===== src/rtl/biquad_filter.sv =====
// Time-multiplexed direct-form-I biquad: one shared multiplier walks the five
// taps in sequence, so a new sample can be accepted every 7 clocks.
module biquad_filter #(
  parameter int DATA_W = 16,
  parameter int COEF_W = 18,
  parameter int FRAC_W = 16,
  parameter int ACC_W  = DATA_W + COEF_W + 3
) (
  input  logic                     clk_i,
  input  logic                     reset_i,
  input  logic                     clear_i,
  input  logic [1:0]               mode_i,
  input  logic signed [COEF_W-1:0] b0_i,
  input  logic signed [COEF_W-1:0] b1_i,
  input  logic signed [COEF_W-1:0] b2_i,
  input  logic signed [COEF_W-1:0] a1_i,
  input  logic signed [COEF_W-1:0] a2_i,
  input  logic                     valid_i,
  input  logic signed [DATA_W-1:0] data_i,
  output logic                     ready_o,
  output logic                     valid_o,
  output logic signed [DATA_W-1:0] data_o,
  output logic                     sat_o
);

  localparam int PROD_W = DATA_W + COEF_W;

  localparam logic [1:0] MODE_MUTE   = 2'd0;
  localparam logic [1:0] MODE_BYPASS = 2'd1;
  localparam logic [1:0] MODE_FIR    = 2'd2;

  localparam logic signed [ACC_W-1:0] ROUND_INIT =
    {{(ACC_W-FRAC_W){1'b0}}, 1'b1, {(FRAC_W-1){1'b0}}};
  localparam logic signed [ACC_W-1:0] MAX_A =
    {{(ACC_W-DATA_W+1){1'b0}}, {(DATA_W-1){1'b1}}};
  localparam logic signed [ACC_W-1:0] MIN_A =
    {{(ACC_W-DATA_W+1){1'b1}}, {(DATA_W-1){1'b0}}};

  typedef enum logic [1:0] {IDLE, MAC, OUT} state_t;

  state_t state;
  state_t state_nxt;

  logic [2:0]               step;
  logic [1:0]               mode_cap;
  logic signed [DATA_W-1:0] x_cap;
  logic signed [COEF_W-1:0] b0_cap;
  logic signed [COEF_W-1:0] b1_cap;
  logic signed [COEF_W-1:0] b2_cap;
  logic signed [COEF_W-1:0] a1_cap;
  logic signed [COEF_W-1:0] a2_cap;
  logic signed [DATA_W-1:0] x1;
  logic signed [DATA_W-1:0] x2;
  logic signed [DATA_W-1:0] y1;
  logic signed [DATA_W-1:0] y2;
  logic signed [ACC_W-1:0]  acc;

  logic signed [COEF_W-1:0] coef_sel;
  logic signed [DATA_W-1:0] samp_sel;
  logic                     sub_sel;
  logic                     zero_sel;
  logic signed [PROD_W-1:0] coef_ext;
  logic signed [PROD_W-1:0] samp_ext;
  logic signed [PROD_W-1:0] prod;
  logic signed [ACC_W-1:0]  prod_ext;
  logic signed [ACC_W-1:0]  acc_nxt;
  logic signed [DATA_W-1:0] res;
  logic                     res_sat;
  logic [DATA_W:0]          rs;

  // Drop the fraction (rounding bias was preloaded into the accumulator) and clamp.
  function automatic logic [DATA_W:0] round_sat(input logic signed [ACC_W-1:0] a);
    logic signed [ACC_W-1:0] sh;
    sh = a >>> FRAC_W;
    if (sh > MAX_A)
      return {1'b1, MAX_A[DATA_W-1:0]};
    else if (sh < MIN_A)
      return {1'b1, MIN_A[DATA_W-1:0]};
    else
      return {1'b0, sh[DATA_W-1:0]};
  endfunction

  assign ready_o = (state == IDLE);

  always_comb begin
    state_nxt = state;
    case (state)
      IDLE:    if (valid_i) state_nxt = MAC;
      MAC:     if (step == 3'd4) state_nxt = OUT;
      OUT:     state_nxt = IDLE;
      default: state_nxt = IDLE;
    endcase
  end

  always_ff @(posedge clk_i or posedge reset_i) begin
    if (reset_i)
      state <= IDLE;
    else if (clear_i)
      state <= IDLE;
    else
      state <= state_nxt;
  end

  // Tap selection for the shared multiplier; feedback taps are subtracted.
  always_comb begin
    coef_sel = b0_cap;
    samp_sel = x_cap;
    sub_sel  = 1'b0;
    zero_sel = 1'b0;
    case (step)
      3'd0: begin coef_sel = b0_cap; samp_sel = x_cap; end
      3'd1: begin coef_sel = b1_cap; samp_sel = x1;    end
      3'd2: begin coef_sel = b2_cap; samp_sel = x2;    end
      3'd3: begin coef_sel = a1_cap; samp_sel = y1; sub_sel = 1'b1; end
      3'd4: begin coef_sel = a2_cap; samp_sel = y2; sub_sel = 1'b1; end
      default: zero_sel = 1'b1;
    endcase
    if (sub_sel && (mode_cap == MODE_FIR))
      zero_sel = 1'b1;
  end

  always_comb begin
    coef_ext = {{DATA_W{coef_sel[COEF_W-1]}}, coef_sel};
    samp_ext = {{COEF_W{samp_sel[DATA_W-1]}}, samp_sel};
    prod     = coef_ext * samp_ext;
    prod_ext = zero_sel ? '0 : {{(ACC_W-PROD_W){prod[PROD_W-1]}}, prod};
    acc_nxt  = sub_sel ? (acc - prod_ext) : (acc + prod_ext);
  end

  always_comb begin
    rs      = round_sat(acc);
    res     = rs[DATA_W-1:0];
    res_sat = rs[DATA_W];
    case (mode_cap)
      MODE_MUTE:   begin res = '0;    res_sat = 1'b0; end
      MODE_BYPASS: begin res = x_cap; res_sat = 1'b0; end
      default: ;
    endcase
  end

  always_ff @(posedge clk_i or posedge reset_i) begin
    if (reset_i) begin
      step     <= '0;
      mode_cap <= '0;
      x_cap    <= '0;
      b0_cap   <= '0;
      b1_cap   <= '0;
      b2_cap   <= '0;
      a1_cap   <= '0;
      a2_cap   <= '0;
      x1       <= '0;
      x2       <= '0;
      y1       <= '0;
      y2       <= '0;
      acc      <= '0;
      valid_o  <= 1'b0;
      sat_o    <= 1'b0;
      data_o   <= '0;
    end else if (clear_i) begin
      step    <= '0;
      x1      <= '0;
      x2      <= '0;
      y1      <= '0;
      y2      <= '0;
      acc     <= '0;
      valid_o <= 1'b0;
      sat_o   <= 1'b0;
    end else begin
      valid_o <= 1'b0;
      sat_o   <= 1'b0;
      case (state)
        IDLE: begin
          if (valid_i) begin
            mode_cap <= mode_i;
            x_cap    <= data_i;
            b0_cap   <= b0_i;
            b1_cap   <= b1_i;
            b2_cap   <= b2_i;
            a1_cap   <= a1_i;
            a2_cap   <= a2_i;
            acc      <= ROUND_INIT;
            step     <= '0;
          end
        end
        MAC: begin
          acc  <= acc_nxt;
          step <= step + 3'd1;
        end
        OUT: begin
          data_o  <= res;
          sat_o   <= res_sat;
          valid_o <= 1'b1;
          if (mode_cap == MODE_MUTE) begin
            x1 <= '0;
            x2 <= '0;
            y1 <= '0;
            y2 <= '0;
          end else begin
            x2 <= x1;
            x1 <= x_cap;
            y2 <= y1;
            y1 <= res;
          end
        end
        default: ;
      endcase
    end
  end

endmodule


===== config.mk =====
export PLATFORM = sky130hd
export DESIGN_NAME = biquad_filter
export DESIGN_NICKNAME = d
export VERILOG_FILES = /design/src/rtl/biquad_filter.sv
export SDC_FILE = /design/constraint.sdc
export NUM_CORES = 1
export LEC_CHECK = 0
export ABC_CLOCK_PERIOD_IN_PS = 32200
export CAP_MARGIN = 20
export CORE_ASPECT_RATIO = 1.2
export CORE_UTILIZATION = 65
export CTS_CLUSTER_DIAMETER = 100
export DETAILED_ROUTE_END_ITERATION = 10
export PLACE_DENSITY_LB_ADDON = 0.3
export REMOVE_ABC_BUFFERS = 1
export SYNTH_ARGS = -nofsm -noshare
export SYNTH_HDL_FRONTEND = slang
export SYNTH_SLANG_ARGS = --single-unit
export TNS_END_PERCENT = 100

===== constraint.sdc =====
create_clock -name clk_i -period 32.2 [get_ports clk_i]
set_clock_uncertainty 0.2 [all_clocks]
set_input_delay 6.44 -clock clk_i [delete_from_list [all_inputs] [get_ports clk_i]]
set_output_delay 6.44 -clock clk_i [all_outputs]
set_load 0.02 [all_outputs]

=== After elaboration in Yosys (flattened, before gate mapping) ===
Index checks and enable logic that the tools add are counted.

* Register bits after elaboration: 232
* Input port bits: 112
* Logic and storage cells: 84

* Add/subtract/negate cells: 3
* Multipliers: 1
* $lt $le $gt $ge: 2
* Equal/unequal tests: 10
* Mux-type cells: 37
* Bitwise operators: 1
* Reductions and logical operators: 13

{| class="wikitable"
|+ Operators with widths
! operator !! count
|-
| two-way mux 16 bit || 12
|-
| two-way mux 37 bit || 4
|-
| one-hot mux 37 bit (2 select lines) || 1
|-
| one-hot mux 18 bit (4 select lines) || 1
|-
| one-hot mux 16 bit (4 select lines) || 1
|-
| adder 37 bit || 1
|-
| subtractor 37 bit || 1
|-
| multiplier 18 x 16 -> 34 bit || 1
|-
| two-way mux 17 bit || 2
|-
| one-hot mux 16 bit (2 select lines) || 1
|-
| greater-than comparator 21 x 16 -> 1 bit (second input constant) || 1
|-
| less-than comparator 21 x 16 -> 1 bit (second input constant) || 1
|-
| two-way mux 1 bit || 8
|-
| == test 3 x 2 -> 1 bit (second input constant) || 2
|-
| two-way mux 2 bit || 3
|-
| two-way mux 3 bit || 2
|-
| != test 3 bit (second input constant) || 2
|-
| one-hot mux 3 bit (2 select lines) || 1
|-
| AND reduction 2 bit || 3
|-
| OR reduction 5 bit || 1
|-
| == test 2 x 1 -> 1 bit (second input constant) || 2
|-
| == test 2 bit (second input constant) || 2
|-
| logical NOT 2 bit || 2
|-
| one-hot mux 2 bit (2 select lines) || 1
|-
| other kinds (10) || 11
|}

=== Logic depth before layout (Yosys ltp) ===
* Depth in word-level cells: 10
* Gate-level depth with buffers: 49
* Mapped depth without buffers: 45

=== Worst setup path before layout ===
No wires, ideal clock.

* Path kind: register to register
* Start point: register step[0]
* End point: register acc[35]
* Arrival time: 10.919 ns
* Data required time: 31.917 ns
* Setup slack: 20.998 ns
* Stages on the path, launching flop included: 43
* Buffers on the path: 4
* Clock period less this slack: 11.202 ns
* Path through: dfrtp_1 > ha_1 > nor3_1 > o21a_1 > buf_6 > clkbuf_1 > clkbuf_1 > mux2i_1 > nor2_1 > fa_1 > inv_1 > fa_1 > fa_1 > inv_1 > fa_1 > fa_1 > inv_1 > fa_1 > [7 not listed] > xnor2_1 > nand2b_1 > o31a_1 > or3b_1 > nand2_1 > nand2_1 > o21ai_0 > ha_1 > a21oi_1 > o311ai_0 > nor2_1 > o31a_1 > o311ai_0 > nand4_1 > a21boi_0 > a221oi_1 > xor2_1 > o21ai_0

* Word-level cells in the longest chain between the ends: 10

{| class="wikitable"
|+ RTL lines
! element !! line !! source
|-
| start: declaration || 44 || <nowiki>logic [2:0] step;</nowiki>
|-
| start signal: assignment || 187 || <nowiki>step <= step + 3'd1;</nowiki>
|-
| branches (longest 7 deep; another with adder 37 bit) || - ||
|-
| two-way mux 37 bit * || 127 || <nowiki>acc_nxt = sub_sel ? (acc - prod_ext) : (acc + prod_ext);</nowiki>
|-
| one-hot mux 37 bit (2 select lines) * || 171 || <nowiki>case (state)</nowiki>
|-
| two-way mux 37 bit * || 159 || <nowiki>end else if (clear_i) begin</nowiki>
|-
| end signal: assignment || 186 || <nowiki>acc <= acc_nxt;</nowiki>
|-
| end: declaration || 56 || <nowiki>logic signed [ACC_W-1:0] acc;</nowiki>
|}

Every way passes the cells marked *.
A chain may end at the register's enable or synchronous reset.

=== Worst setup path after layout ===
* Start point: register step[1]
* End point: register acc[35]

Same word-level chain as after synthesis.

==> summary.md <==
| Metric | Value |
|---|---|
| Top cell by count, worst path | `fa_1` |
| CTS Hold Bufs | `0` |
| IO Port Bufs | `130` |
| DRT iter0 DRCs | `1453` |
| Hold WC Path Type | `reg -> reg` |
| Critical Path End | `acc[35]$_DFFE_PP0P_` |
| Post-CTS sizing | `0` |
| Core box area | `0.0359 sq mm` |
| Initial antenna violation count | `3` |
| Vias in the first global route | `19900` |
| Per-cell routed wire length | `20.6 microns` |
| Number of synthesized register bits | `232` |
| Fin crit share | `0.395` |
| Worst-Margin Slew | `951 ps` |
| Endpoint type of the worst setup path | `register` |
| Starting Density | `0.661` |
| Share of cells above drive strength 1 | `0.0981` |
| Root buf cell | `clkbuf_16` |
| Seq/Total Area, Yosys | `0.244` |
| Highest-count cells in the layout ignoring fill and taps | `inv_1 (362), nand2_1 (305), fa_1 (291)` |
| Synthesized area | `0.0238 sq mm` |
| Die Wd | `177 microns` |
| Endpoints failing setup | `0` |
| Largest net degree at the start of global routing | `90` |
| Die area | `0.0373 sq mm` |
| Hpwl dp | `50100 microns` |
| Final worst path period need | `12700 ps` |
| Synth warnings | `0` |
| First-pass GRT wire length | `104000 microns` |
| Total GRT Usage | `0.358` |
| Cell with the largest stage delay on the worst path | `mux2i_1` |
| Critical path class | `reg -> reg` |
| Setup TNS | `0 ps` |
| WHS | `279 ps` |
| Drt first pass iters | `5` |
| Worst-Skew Late Latency | `570 ps` |
| Post-synth EDFFs | `0` |
| Drc violations | `0` |
| Area Growth Syn to Fin | `11.1%` |
| Placer Congestion | `0.957` |
| Synth unique cells | `77` |
| IO Pins | `131` |
| Vias | `19000` |
| CTS Sinks | `232` |
| Post-route ant nets | `0` |
| Crit path launch | `step[1]$_DFFE_PP0P_` |
| GR Overflow Total | `0` |
| Crit-path max FO | `45` |
| Utilization after layout | `0.735` |
| Die Height | `211 microns` |
| Number of H-tree levels | `1` |
| Final max-slew violation count | `0` |
| Startpoint types | `register` |
| RSZ-0062 raised after global routing | `no` |
| Peak Freq | `0.0787 GHz` |
| Final count of hold timing violations | `0` |
| Num rows | `76` |
| Max-slew headroom | `0.364` |
| Status | `finished, final reports clean` |
| RR Endpoint | `acc[35]$_DFFE_PP0P_` |
| Slowest Stage Delay on Critical Path | `790 ps` |
| Async SR Flop Fraction | `1.00` |
| CTS tree | `done` |
| Vias/cell | `6.12` |
| Final wirelength | `63900 microns` |
| Worst reg-to-reg path cell count | `39` |
| Placed inst area | `0.0255 sq mm` |
| Total CTS buffers | `24` |
| Worst hold start | `data_o[15]$_DFFE_PP0P_` |
| Max-cap violations | `0` |
| Nets | `3152` |
| Worst r2r src | `step[1]$_DFFE_PP0P_` |
| Syn avg cell area | `9.37 sq um` |
| Cells after Synth | `2536` |
| Commonest non-fill, non-tap cell in the layout | `inv_1` |
| Worst path required time | `32470 ps` |
| R2R Setup Slk | `19500 ps` |
| Clock transition at path regs | `70 ps` |
| Post-CTS Setup Inserts | `0` |
| Clock Path Buffers | `3` |
| Primary FF master, synth | `dfrtp_1` |
| Fin area | `0.0264 sq mm` |
| Arr. time, crit path | `12980 ps` |
kinds of logic (layout without fill, tap and decap cells):
kind of cell               Yosys count  after routing  synth area share
AOI/OAI and AO/OA                  447            447             0.132
xor gates and xnor gates            85             85            0.0313
DFF                                232            232             0.244
and+or+nand+nor                    722            722             0.130
buffers and inverters              470            573            0.0750
other                                0              1                 0
adders and majority gates          419            419             0.313
muxes                              161            161            0.0747
state kept, by name (all words and copies together) (netlist names), 3 cells and up:
name and cells:
y1 16, b2_cap 18, x2 16, b0_cap 18, acc 37, step 3
b1_cap 18, x_cap 16, y2 16, data_o 16, x1 16, a1_cap 18
a2_cap 18
layout make-up:
type / count / area (sq um)
multi-input combinational: 1834 / 16200
fill: 2580 / 9540
sequential: 232 / 5810
timing repair buffer: 166 / 1580
inverter: 363 / 1370
clock buffer: 30 / 653
tap: 468 / 586
clock inverter: 14 / 190
antenna: 1 / 2.50
critical path, delay by kind of cell, from the launching register on:
family / cells / cell delay [ps]
AO/OA/AOI/OAI: 13 / 3700
XOR/XNOR: 1 / 170
adder cells (fa/ha/maj): 9 / 4020
buffers and inverters: 6 / 920
flip-flops: 1 / 390
multiplexers: 1 / 790
AND/OR/NAND/NOR: 9 / 2360
how the worst min path moves through the flow:
stage / endpoint / slack (ps) / cells past startpoint
after global placement: data_o[9]$_DFFE_PP0P_ / 260 / 2
after floorplan: acc[0]$_DFFE_PP0P_ / 250 / 2
after detailed placement: data_o[15]$_DFFE_PP0P_ / 260 / 1
after global routing: data_o[2]$_DFFE_PP0P_ / 300 / 2
after CTS: data_o[15]$_DFFE_PP0P_ / 280 / 1
final: data_o[15]$_DFFE_PP0P_ / 280 / 1
metal layers:
metal	track usage	wire, microns	part of all wire	vias up
met5	0	13	0.00020	-
met4	0.163	3150	0.049	2
met3	0.0700	4840	0.076	190
met2	0.607	31500	0.49	798
met1	0.442	24400	0.38	9527
li1	-	-	-	8492
cell usage after synthesis, types with 11 or more instances:
cell / instances / area (sq um)
xor2_1: 32 / 280
inv_1: 363 / 1360
fa_1: 291 / 5830
a21o_1: 28 / 210
xnor2_1: 53 / 464
o21ai_0: 81 / 405
nand3_1: 24 / 120
a22oi_1: 65 / 488
and2_1: 21 / 131
mux2_2: 131 / 1480
or2_2: 19 / 119
a31oi_1: 14 / 87.6
nand2_1: 305 / 1140
o211ai_1: 11 / 82.6
dfrtp_1: 232 / 5810
nor2b_1: 13 / 81.3
a211oi_1: 12 / 90.1
nor2_1: 249 / 935
clkbuf_1: 96 / 360
ha_1: 128 / 1600
a21oi_1: 95 / 475
nor3_1: 28 / 140
mux2i_1: 30 / 300
nand2b_1: 20 / 125
a22o_1: 53 / 464
metrics by stage:
stage / setup slack [ps] / cells
final: 19500 / 3108
after global routing: 18780 / 3107
after CTS: 19250 / 3105
after detailed placement: 19300 / 3061
after global placement: 19710 / 3058
after floorplan: 19200 / 2429
Power is not shown: default switching activity piles up to over one toggle a cycle in this logic, so the estimate is an artifact.
